## config.mk

```make
export PLATFORM = sky130hd
export DESIGN_NAME = timer_bank_ctrl
export DESIGN_NICKNAME = d
export VERILOG_FILES = /design/src/rtl/timer_bank_ctrl.sv
export SDC_FILE = /design/constraint.sdc
export NUM_CORES = 1
export LEC_CHECK = 0
export CORE_MARGIN = 5
export CORE_UTILIZATION = 52
export CTS_CLUSTER_SIZE = 20
export DETAILED_ROUTE_END_ITERATION = 12
export GPL_TIMING_DRIVEN = 0
export HOLD_SLACK_MARGIN = 0.05
export PLACE_DENSITY = 0.77
export RECOVER_POWER = 50
export SLEW_MARGIN = 10
export SYNTH_ARGS = -nofsm -noshare
export SYNTH_HDL_FRONTEND = slang
export SYNTH_SLANG_ARGS = --single-unit
```

## constraint.sdc

```tcl
create_clock -name clock_16 -period 8.2 [get_ports clock_16]
set_input_delay 1.64 -clock clock_16 [delete_from_list [all_inputs] [get_ports clock_16]]
set_output_delay 1.64 -clock clock_16 [all_outputs]
set_load 0.005 [all_outputs]
```

## src/rtl/timer_bank_ctrl.sv

```systemverilog
`default_nettype none
// ============================================================================
// timer_bank_ctrl : four-channel 16-bit timer bank with a shared prescaler,
//                   cascade chaining, overflow/IRQ pulses and CPU access.
// Revision 1.0
// ============================================================================
module timer_bank_ctrl #(
    parameter int NUM_TIMERS = 4,
    parameter int CNT_W      = 16
) (
    input  logic                  clock_16,
    input  logic                  reset,
    input  logic                  wr_en,
    input  logic [2:0]            wr_addr,
    input  logic [CNT_W-1:0]      wr_data,
    input  logic [2:0]            rd_addr,
    output logic [CNT_W-1:0]      rd_data,
    output logic [NUM_TIMERS-1:0] overflow,
    output logic [NUM_TIMERS-1:0] irq_req
);

    localparam logic [CNT_W-1:0] c_ctrl_mask     = CNT_W'(16'h00C7);
    localparam logic [CNT_W-1:0] c_ctrl_mask_ch0 = CNT_W'(16'h00C3);
    localparam logic [CNT_W-1:0] c_cnt_max       = '1;

    logic [9:0]            div_q, div_d;
    logic [CNT_W-1:0]      cnt_q    [NUM_TIMERS];
    logic [CNT_W-1:0]      cnt_d    [NUM_TIMERS];
    logic [CNT_W-1:0]      reload_q [NUM_TIMERS];
    logic [CNT_W-1:0]      reload_d [NUM_TIMERS];
    logic [CNT_W-1:0]      ctrl_q   [NUM_TIMERS];
    logic [CNT_W-1:0]      ctrl_d   [NUM_TIMERS];
    logic [CNT_W-1:0]      rd_data_q, rd_data_d;
    logic [NUM_TIMERS-1:0] overflow_q, overflow_d;
    logic [NUM_TIMERS-1:0] irq_req_q, irq_req_d;

    logic [3:0] w_tick;
    logic       w_hit, w_ctrl_wr, w_rl_wr, w_start, w_stop;
    logic       w_src, w_inc, w_wrap, w_carry;

    always_comb begin
        div_d     = div_q + 10'd1;
        w_tick[0] = 1'b1;
        w_tick[1] = &div_q[5:0];
        w_tick[2] = &div_q[7:0];
        w_tick[3] = &div_q;

        overflow_d = '0;
        irq_req_d  = '0;
        w_hit      = 1'b0;
        w_ctrl_wr  = 1'b0;
        w_rl_wr    = 1'b0;
        w_start    = 1'b0;
        w_stop     = 1'b0;
        w_src      = 1'b0;
        w_inc      = 1'b0;
        w_wrap     = 1'b0;
        // Carry ripples channel-to-channel so a whole cascade chain can wrap in one edge.
        w_carry    = 1'b0;

        for (int i = 0; i < NUM_TIMERS; i++) begin
            w_hit     = wr_en && (wr_addr[2:1] == i[1:0]);
            w_ctrl_wr = w_hit && wr_addr[0];
            w_rl_wr   = w_hit && !wr_addr[0];
            w_start   = w_ctrl_wr && wr_data[7] && !ctrl_q[i][7];
            w_stop    = w_ctrl_wr && !wr_data[7];
            w_src     = ctrl_q[i][2] ? w_carry : w_tick[ctrl_q[i][1:0]];
            w_inc     = ctrl_q[i][7] && !w_stop && w_src;
            w_wrap    = w_inc && (cnt_q[i] == c_cnt_max);

            reload_d[i] = w_rl_wr ? wr_data : reload_q[i];
            ctrl_d[i]   = w_ctrl_wr ? (wr_data & ((i == 0) ? c_ctrl_mask_ch0 : c_ctrl_mask))
                                    : ctrl_q[i];

            // An overflow coinciding with a reload write picks up the new reload value.
            if (w_start)
                cnt_d[i] = reload_q[i];
            else if (w_wrap)
                cnt_d[i] = reload_d[i];
            else if (w_inc)
                cnt_d[i] = cnt_q[i] + 1'b1;
            else
                cnt_d[i] = cnt_q[i];

            overflow_d[i] = w_wrap;
            irq_req_d[i]  = w_wrap && ctrl_q[i][6];
            w_carry       = w_wrap;
        end

        rd_data_d = rd_addr[0] ? ctrl_q[rd_addr[2:1]] : cnt_q[rd_addr[2:1]];
    end

    always_ff @(posedge clock_16 or posedge reset) begin
        if (reset) begin
            div_q      <= '0;
            rd_data_q  <= '0;
            overflow_q <= '0;
            irq_req_q  <= '0;
            for (int i = 0; i < NUM_TIMERS; i++) begin
                cnt_q[i]    <= '0;
                reload_q[i] <= '0;
                ctrl_q[i]   <= '0;
            end
        end else begin
            div_q      <= div_d;
            rd_data_q  <= rd_data_d;
            overflow_q <= overflow_d;
            irq_req_q  <= irq_req_d;
            for (int i = 0; i < NUM_TIMERS; i++) begin
                cnt_q[i]    <= cnt_d[i];
                reload_q[i] <= reload_d[i];
                ctrl_q[i]   <= ctrl_d[i];
            end
        end
    end

    assign rd_data  = rd_data_q;
    assign overflow = overflow_q;
    assign irq_req  = irq_req_q;

endmodule
`default_nettype wire
```

# Word level (Yosys, flattened, before mapping)
# Cells that the tools add are included.
# word_totals
ff_bits	181
latchBits	0
mem_bits_rw	0
rom_bits	0
in_bits	25
word_cells	126
mem_count	0
# classes
addsub	5
multipliers	0
div_mod_pow	0
magnitude_cmp	5
n_eq_ne	7
n_shift	0
mux	34
n_bitwise	1
n_reduce_logical	58
# ops
operator	n
$mux W16	21
$add A16 B1 Y16 const B	4
$bmux W16 S2	2
$eq A16 B16 Y1 const B	4
$logic_and A1 B1 Y1	40
$lt A2 B3 Y1 const B	4
$reduce_bool A3 Y1	4
$add A10 B1 Y10 const B	1
$logic_not A1 Y1	10
$reduce_and A10 Y1	1
$bmux W1 S2	4
$reduce_and A8 Y1	1
$mux W1	7
$reduce_and A6 Y1	1
$eq A2 B2 Y1 const B	2
$ge A3 B3 Y1 const B	1
$not A2 Y3	1
$eq A2 B1 Y1 const B	1
$logic_not A2 Y1	1

# Longest topological paths before layout
# Gate-level depths: netlist of run 1.
# logic_depth
ltp_word	19
ltp_mapped	11
ltp_nobuf	8

# Worst setup path before layout of run 1
# Ideal clock, no wire load.
# synth_timing
path_kind	input -> register
start	in wr_addr[1]
end	reg cnt_q[11] (netlist bit)
setup_time_ps	126
arrival_time_ps	3879
path_slack_ps	4195
path_stages	10
path_buffers	3
cell_sequence	buf_2 -> nand4bb_1 -> clkbuf_1 -> o21a_1 -> nand4_4 -> a2111o_1 -> a2111oi_2 -> nor3_1 -> buf_6 -> a221o_1
# synth_via
elab_chain_cells	19
word_cells_on_any_way	42
# synth_lines
item	line	source
start, declared	14	input logic [2:0] wr_addr,
$logic_not A2 Y1	62	w_hit = wr_en && (wr_addr[2:1] == i[1:0]);
$logic_and A1 B1 Y1	62	
$logic_and A1 B1 Y1	63	w_ctrl_wr = w_hit && wr_addr[0];
$logic_and A1 B1 Y1	66	w_stop = w_ctrl_wr && !wr_data[7];
$logic_not A1 Y1	68	w_inc = ctrl_q[i][7] && !w_stop && w_src;
$logic_and A1 B1 Y1 (2 in a row)	68	
$logic_and A1 B1 Y1	69	w_wrap = w_inc && (cnt_q[i] == c_cnt_max);
$mux W1	67	w_src = ctrl_q[i][2] ? w_carry : w_tick[ctrl_q[i][1:0]];
[2 not listed]	n/a	
$mux W1	67	
$logic_and A1 B1 Y1	68	
$logic_and A1 B1 Y1	69	
$mux W1	67	
$logic_and A1 B1 Y1	68	
$logic_and A1 B1 Y1	69	
$mux W16	78	else if (w_wrap)
$mux W16	76	if (w_start)
end signal, assigned by index	110	cnt_q[i] <= cnt_d[i];
end, declared	27	logic [CNT_W-1:0] cnt_q [NUM_TIMERS];
# Parallel ways exist; a longest one is shown, timed or not.
# A chain may end at the register's enable or synchronous reset.

==> flow_summary.json, run 1 <==
{
  "vias": 7549,
  "diodes": 0,
  "place.detailed.hpwl_um": 18700,
  "grt_pass1_wl_um": 42200,
  "maxCapViolCount": 1,
  "numCtsBuffers": 17,
  "synthToLayoutAreaGrowth_pct": 14.2,
  "cts_resized": 0,
  "final_area_um2": 10700,
  "num_rows": 49,
  "layout-drive-gt1-share": 0.109,
  "wire_per_inst_um": 23.2,
  "fin_skew_ns": 0.00678,
  "die_y_um": 144,
  "worst_path_max_delay_cell": "clkinvlp_2",
  "cts_tree": "done",
  "yosys_register_bits": 181,
  "holdCritPathClass": "reg2reg",
  "critPathLaunchType": "input port",
  "async_flop_share": 1.00,
  "reg2reg_depth": 9,
  "fin_crit_sh": 0.572,
  "p_leak_nw": 4.47,
  "clockBufferDepth": 2,
  "critPathArrivalTime_ns": 4.53,
  "drt.antenna.violating_nets": 0,
  "final-hold-violation-count": 0,
  "drt_wl_total_um": 27100,
  "tns_ns": 0,
  "ctsRootBufferMaster": "clkbuf_16",
  "syn_area_um2": 9410,
  "cts_num_sinks": 181,
  "syn_avg_cell_area_um2": 10.9,
  "nNetsFinal": 957,
  "clk_pin_slew_ns": 0.06,
  "gp_congestion": 0.913,
  "cts_max_level": 4,
  "drt_iter0_drc": 947,
  "yosysUniqueCellTypes": 58,
  "final_common_cell": "dfrtp_1",
  "overflow": 0,
  "slew_viol_final": 91,
  "initial_core_util": 0.525,
  "endpoint_kind": "async pin",
  "dp_worst_setup_slack_ns": 3.30,
  "crit_chain": "dlygate4sd3_1 -> clkinvlp_2",
  "fin_crit_ns": 4.69,
  "whs_path_depth": 1,
  "powerDensity_nw_per_um2": 278,
  "routed_via_density": 6.46,
  "cp_top_family": "buffers and inverters",
  "first_global_vias": 7315,
  "synth-seq-area-share": 0.482,
  "ctsHoldBuffers": 0,
  "fin_ws_ns": 3.51,
  "dieArea_um2": 20900,
  "clk_latency_ns": 0.44,
  "port_buffers": 43,
  "synthCells": 864,
  "placed_cell_area_um2": 10200,
  "grt_max_degree": 92,
  "path_class": "in2async",
  "dr.pass1.iters": 10,
  "ir_worst_vdd_v": 0.000183,
  "critPathMaxStageDelay_ns": 2.27,
  "fp.dieW_um": 144,
  "yosysWarnings": 0,
  "tightest_slew_ns": 4.06,
  "crit_path_max_fanout": 91,
  "status": "finished, violations left",
  "max_freq_ghz": 0.213,
  "worstPathRequired_ns": 8.04,
  "finalSetupViolCount": 0,
  "final_cell_mix": "181 x dfrtp_1, 91 x nand2_1, 58 x nor2_1",
  "syn_nets": 894,
  "globalRouteTotalUtil": 0.269,
  "violations": "max-capacitance violations, max-slew violations",
  "synth-edff-count": 0,
  "synth_ff_type": "dfrtp_1",
  "path_buf_inv": 2,
  "postCtsSetupBuffers": 0,
  "antenna_found_initial": 1,
  "core-area_um2": 17900,
  "drcViolationCount": 0,
  "rsz0062_at_grt": "no",
  "crit_cells": 2,
  "pin_count": 49,
  "maxSlewHeadroom": -1.72
}
[path summary, 6_finish.rpt]
check | from | to | slack, ns
worst max-delay path | reset | cnt_q[18] | 3.51
worst min-delay path | div_q[0] | div_q[0] | 0.48
worst max register to register | cnt_q[48] | cnt_q[8] | 4.75
worst min register to register | div_q[0] | div_q[0] | 0.48
max in group clock_16 | wr_data[7] | cnt_q[49] | 3.52
min in group asynchronous | reset | cnt_q[53] | 2.88
[report_power, final]
group | switching, mW | internal, mW | total [mW]
Combinational | 0.341 | 0.383 | 0.724
Sequential | 0.316 | 1.12 | 1.44
Clock | 0.357 | 0.472 | 0.830
[sequential cells by signal (all words and copies together) (netlist names)]
signal / flops
ctrl_q: 19
reload_q: 64
overflow: 4
div_q: 10
irq_req: 4
rd_data: 16
cnt_q: 64
[cells in the mapped netlist (all sizes together) (2+ instances only)]
library cell | number | area share
o2bb2ai | 3 | 0.0028
o221ai | 5 | 0.0047
o211ai | 5 | 0.0040
and3 | 14 | 0.0093
xor2 | 25 | 0.023
a21boi | 4 | 0.0032
nor3b | 7 | 0.0061
and2 | 23 | 0.015
nor2 | 58 | 0.023
a221o | 38 | 0.040
mux2 | 81 | 0.097
nand4b | 5 | 0.0047
ha | 5 | 0.0067
xnor2 | 18 | 0.017
or2 | 3 | 0.0020
o31ai | 4 | 0.0043
mux4 | 20 | 0.048
a21oi | 34 | 0.018
o21ai | 44 | 0.023
a22oi | 6 | 0.0048
dfrtp | 181 | 0.48
inv | 19 | 0.0076
nand2b | 2 | 0.0013
mux2i | 15 | 0.016
nand2 | 91 | 0.036
nand4 | 23 | 0.018
nor2b | 15 | 0.010
and4 | 4 | 0.0037
a211oi | 15 | 0.012
clkbuf | 37 | 0.015
nor4 | 4 | 0.0043
or3 | 5 | 0.0033
nor3 | 12 | 0.0064
buf | 7 | 0.0051
nand3 | 21 | 0.012
[cell families after synthesis]
family	count (synthesis)	share of synthesized area
AO/OA/AOI/OAI	167	0.126
AND/OR/NAND/NOR	289	0.157
multiplexers	116	0.161
buffers and inverters	63	0.0274
XOR/XNOR	43	0.0400
adder cells (fa/ha/maj)	5	0.00665
flip-flops	181	0.482
[metal layers]
metal | track usage | vias up | share of wire
met2 | 0.410 | 418 | 0.45
met3 | 0.0708 | 85 | 0.10
met4 | 0.140 | 0 | 0.052
met1 | 0.356 | 3743 | 0.40
li1 | - | 3303 | -
met5 | 0 | - | 0
[worst register-to-register path: cells and delay by family (launching register included)]
kind                     cells  cell delay, ns
adder cells (fa/ha/maj)      1            0.27
AND/OR/NAND/NOR              4            1.07
buffers and inverters        1            0.21
AO/OA/AOI/OAI                3            1.32
flip-flops                   1            0.47
[layout make-up]
type	count	area, um2
fillers	1492	7160
clock inverters	12	128
flip-flops and latches	181	4530
inverters	19	72.6
repair buffers	44	458
plain buffers	44	186
well taps	229	287
multi-input cells	620	4620
clock buffers	20	467
[metrics by stage]
stage	total power [mW]	hold WS (ns)	cells	utilization
floorplan	1.84	0.442	864	-
global placement	2.11	0.457	1136	0.565
detailed placement	2.15	0.468	1137	0.568
CTS	2.97	0.481	1169	0.601
global route	3.12	0.506	1169	0.600
finish	2.99	0.477	1169	0.600
(Power assumes the default switching activity.)
==> run 2, diff against run 1 <==
Clock period 8.2 ns to 4.5 ns, I/O delays scaled along.
==> run 2 against run 1 <==
Worst hold slack got worse by 0.010 ns. First-iteration DRC count rose by 5.4%. Largest power group unchanged. Sequential share of layout area about the same. Die area stayed put. Sequential power grew 81%. Largest cell class unchanged. The run still ends with max-capacitance violations, max-slew violations left.
==> flow_summary.json, run 2 (synthesized netlist as in run 1, its figures left out) <==
{
  "num_rows": 49,
  "fin_crit_ns": 3.77,
  "postCtsSetupBuffers": 0,
  "fp.dieW_um": 144,
  "biggestRegsByFlops": "cnt_q x64, reload_q x64, ctrl_q x19",
  "cts_num_sinks": 181,
  "slew_viol_final": 35,
  "grt_max_degree": 40,
  "rsz0062_at_grt": "no",
  "drt.antenna.violating_nets": 0,
  "tightest_slew_ns": 1.72,
  "drt_iter0_drc": 998,
  "violations": "max-capacitance violations, max-slew violations",
  "clockBufferDepth": 2,
  "numCtsBuffers": 17,
  "worstPathRequired_ns": 4.80,
  "gp_congestion": 0.919,
  "port_buffers": 43,
  "fin_cells": 1174,
  "drcViolationCount": 0,
  "cts_resized": 0,
  "place.detailed.hpwl_um": 19000,
  "final-hold-violation-count": 0,
  "drt_wl_total_um": 27000,
  "maxSlewHeadroom": -0.150,
  "crit_path_start": "wr_data[7]",
  "initial_core_util": 0.525,
  "utilization": 0.600,
  "holdCritPathClass": "reg2reg",
  "globalRouteTotalUtil": 0.270,
  "wire_per_inst_um": 23.0,
  "fin_ws_ns": 0.731,
  "fin_crit_sh": 0.837,
  "critPathLaunchType": "input port",
  "r2r-start": "div_q[0]",
  "dp_worst_setup_slack_ns": 0.374,
  "maxCapViolCount": 1,
  "final_common_cell": "dfrtp_1",
  "crit_path_max_fanout": 10,
  "dieArea_um2": 20900,
  "layout-drive-gt1-share": 0.111,
  "ir_worst_vdd_v": 0.000311,
  "ctsHoldBuffers": 0,
  "holdWs_ns": 0.466,
  "antenna_found_initial": 1,
  "powerDensity_nw_per_um2": 506,
  "routed_via_density": 6.38,
  "place_inst": 1141,
  "core-area_um2": 17900,
  "path_class": "in2reg",
  "critPathArrivalTime_ns": 4.07,
  "ctsRootBufferMaster": "clkbuf_16",
  "hold_path.startpoint": "div_q[5]",
  "endpoint_kind": "register",
  "finalSetupViolCount": 0,
  "status": "finished, violations left",
  "clk_latency_ns": 0.44,
  "first_global_vias": 7361,
  "vias": 7495,
  "clk_pin_slew_ns": 0.07,
  "final_area_um2": 10700,
  "overflow": 0,
  "pin_count": 49,
  "cts_tree": "done",
  "max_freq_ghz": 0.265,
  "synthToLayoutAreaGrowth_pct": 14.2,
  "placed_cell_area_um2": 10200,
  "dr.pass1.iters": 8,
  "grt_pass1_wl_um": 42400,
  "nNetsFinal": 961,
  "p_leak_nw": 4.47,
  "cts_max_level": 4,
  "final_cell_mix": "181 x dfrtp_1, 91 x nand2_1, 58 x nor2_1",
  "fillers": 1476,
  "fin_skew_ns": 0.00471,
  "die_y_um": 144
}
run 2: cell count changes in the layout (fill, tap and decap cells not counted), moves of 3 or more:
cell             previous run  this run
clkdlybuf4s50_1            37        41
clkbuf_2                    0         4
mux2_2                     35        38
dlygate4sd3_1               6         2
mux2_1                     46        43
clkbuf_1                   37        41
run 2: worst max-delay path, cell delays in order:
cell             delay, ns
clkdlybuf4s50_1       0.68
clkbuf_1              0.48
nor3b_1               0.93
nor2_1                0.37
clkbuf_1              0.36
a22oi_1               0.23
o21ai_1               0.11
run 2: path summary, 6_finish.rpt:
| check | depth (start not counted) | endpoint | slack, ns |
|---|---|---|---|
| max | 7 | cnt_q[49] | 0.73 |
| min | 1 | div_q[5] | 0.47 |
| max reg2reg | 9 | cnt_q[40] | 1.13 |
| min reg2reg | 1 | div_q[5] | 0.47 |
| max in group asynchronous | 4 | cnt_q[26] | 1.18 |
| min in group asynchronous | 3 | overflow[0] | 1.57 |
run 2: routing by layer:
metal	GRT usage	part of all wire	routed length, um
met5	0	0	0
met4	0.143	0.047	1280
met3	0.0552	0.090	2430
met2	0.404	0.46	12300
met1	0.373	0.40	10900
run 2: through the flow:
step	total power [mW]	TNS [ns]
3_5_place_dp	3.92	0
4_1_cts	5.42	0
5_1_grt	5.68	0
2_1_floorplan	3.35	0
6_report	5.44	0
3_3_place_gp	3.84	-30.63
run 2: area by class of cell:
type,instances,area [um2],share of cell area
tap,229,287,0.0267
timing repair buffer,48,454,0.0423
multi-input combinational,620,4620,0.430
buffer,44,186,0.0174
antenna,1,2.50,0.000233
sequential,181,4530,0.422
clock inverter,8,97.6,0.00909
clock buffer,24,492,0.0458
inverter,19,75.1,0.00699
run 2: where the power goes:
part	leakage (nW)	switching (mW)	internal (mW)
Combinational	1.89	0.625	0.698
Sequential	2.30	0.566	2.04
Clock	0.282	0.632	0.874
==> run 3, diff against run 2 <==
Clock period 4.5 ns to 3.7 ns, I/O delays scaled along.
==> run 3 against run 2 <==
The run still ends with max-capacitance violations, max-slew violations left. Flip-flop and latch count unchanged. Wire length about the same. Sequential share of layout area decreased by 0.25 points. Critical endpoint is now cnt_q[30].
==> flow_summary.json, run 3 (synthesized netlist as in run 1, its figures left out) <==
{
  "biggestRegsByFlops": "cnt_q x64, reload_q x64, ctrl_q x19",
  "path_buf_inv": 4,
  "numCtsBuffers": 17,
  "gp_congestion": 0.919,
  "ctsHoldBuffers": 0,
  "grt_max_degree": 40,
  "r2r_end": "cnt_q[1]",
  "holdCritPathClass": "reg2reg",
  "max_freq_ghz": 0.293,
  "drt_wl_total_um": 27000,
  "crit_path_max_fanout": 10,
  "reg2reg_depth": 9,
  "globalRouteTotalUtil": 0.270,
  "cts_tree": "done",
  "cp_common_cell": "clkbuf_1",
  "core-area_um2": 17900,
  "clk_latency_ns": 0.44,
  "routed_via_density": 6.41,
  "tightest_slew_ns": 2.08,
  "grt_pass1_wl_um": 42400,
  "maxCapViolCount": 1,
  "crit_cells": 7,
  "critPathLaunchType": "input port",
  "path_class": "in2reg",
  "dieArea_um2": 20900,
  "endpoint_kind": "register",
  "num_rows": 49,
  "p_int_mw": 4.41,
  "drcViolationCount": 0,
  "critPathArrivalTime_ns": 3.74,
  "fin_crit_ns": 3.41,
  "fillers": 1469,
  "crit_path_start": "wr_data[7]",
  "power_switching_share": 0.335,
  "wire_per_inst_um": 23.0,
  "hold_path.startpoint": "div_q[5]",
  "antenna_found_initial": 1,
  "cts_num_sinks": 181,
  "die_y_um": 144,
  "clk_pin_slew_ns": 0.06,
  "finalSetupViolCount": 0,
  "ctsRootBufferMaster": "clkbuf_16",
  "r2r_slack_ns": 0.34,
  "slew_viol_final": 31,
  "r2r-start": "div_q[0]",
  "p_leak_nw": 4.49,
  "crit_chain": "clkdlybuf4s50_1 -> clkbuf_1 -> nor3b_1 -> clkbuf_1 -> clkbuf_1 -> mux2i_1 -> a21o_1",
  "rsz0062_at_grt": "no",
  "final_common_cell": "dfrtp_1",
  "pin_count": 49,
  "cp-endpoint": "cnt_q[30]",
  "final-hold-violation-count": 0,
  "maxSlewHeadroom": -0.389,
  "ir_worst_vdd_v": 0.000377,
  "overflow": 0,
  "synthToLayoutAreaGrowth_pct": 14.9,
  "cts_max_level": 4,
  "fp.dieW_um": 144,
  "drt.antenna.violating_nets": 0,
  "cp_top_family": "buffers and inverters",
  "tns_ns": 0,
  "violations": "max-capacitance violations, max-slew violations",
  "place.detailed.hpwl_um": 19000,
  "vias": 7527,
  "initial_core_util": 0.525,
  "comb_power_share": 0.245,
  "worstPathRequired_ns": 4.03,
  "switchingPower_mw": 2.22,
  "final_cell_mix": "181 x dfrtp_1, 91 x nand2_1, 58 x nor2_1",
  "clockBufferDepth": 2,
  "powerDensity_nw_per_um2": 613,
  "clkPwrFrac": 0.276,
  "nNetsFinal": 961,
  "worst_path_max_delay_cell": "clkdlybuf4s50_1",
  "fin_crit_sh": 0.922,
  "holdWs_ns": 0.467,
  "pwr-share-seq": 0.480,
  "status": "finished, violations left",
  "first_global_vias": 7361,
  "fin_skew_ns": 0.00657,
  "dr.pass1.iters": 5,
  "drt_iter0_drc": 1022,
  "critPathMaxStageDelay_ns": 0.69,
  "layout-drive-gt1-share": 0.112,
  "port_buffers": 43
}
-- run 3: cell types whose count changed in the layout (fill, tap and decap cells not counted), sizes merged --
cell           previous run  this run
buf                       7        11
clkdlybuf4s50            41        40
dlygate4sd3               2         3
clkbuf                   66        62
-- run 3: layer usage --
layer  GRT usage  part of all wire  up-vias
met3      0.0552             0.092       96
met4       0.143             0.047        0
met1       0.373              0.40     3687
met5           0                 0        -
li1            -                 -     3320
met2       0.404              0.46      424
-- run 3: repair_timing --
| action | 4_1_cts | 5_1_grt |
|---|---|---|
| buffers inserted | 0 | 0 |
| endpoints found under the setup margin | 0 | 3 |
| gates resized for setup | 0 | 1 |
-- run 3: layout make-up --
cell class              instances  area (um2)  share of cell area
diodes                          1        2.50            0.000232
plain buffers                  44         186              0.0173
clock buffers                  24         492              0.0455
clock inverters                 8        97.6             0.00903
inverters                      19        75.1             0.00695
multi-input cells             620        4620               0.428
flip-flops and latches        181        4530               0.419
well taps                     229         287              0.0265
repair buffers                 48         514              0.0476
-- run 3: power groups by stage --
| stage | logic, mW | clock network [mW] | registers, mW |
|---|---|---|---|
| floorplan | 1.19 | 0 | 2.88 |
| global placement | 1.53 | 0 | 3.14 |
| detailed placement | 1.60 | 0 | 3.16 |
| CTS | 1.61 | 1.84 | 3.14 |
| global route | 1.77 | 1.93 | 3.21 |
| finish | 1.62 | 1.83 | 3.18 |
-- run 3: how the worst min path moves through the flow --
stage	endpoint	cells past startpoint	slack, ns
global route	div_q[5]	1	0.48
detailed placement	div_q[5]	1	0.46
finish	div_q[5]	1	0.47
CTS	div_q[5]	1	0.47
floorplan	div_q[5]	1	0.44
global placement	div_q[5]	1	0.46
-- run 3: metrics by stage --
stage / utilization / setup WS (ns) / cell area, um2 / std cells / total power [mW]
after floorplan: - / 0.595 / 9410 / 864 / 4.08
after global placement: 0.566 / -0.819 / 10100 / 1136 / 4.68
after detailed placement: 0.571 / -0.266 / 10200 / 1141 / 4.77
after CTS: 0.604 / 0.168 / 10800 / 1173 / 6.59
after global routing: 0.604 / 0.135 / 10800 / 1173 / 6.92
final: 0.604 / 0.288 / 10800 / 1174 / 6.62
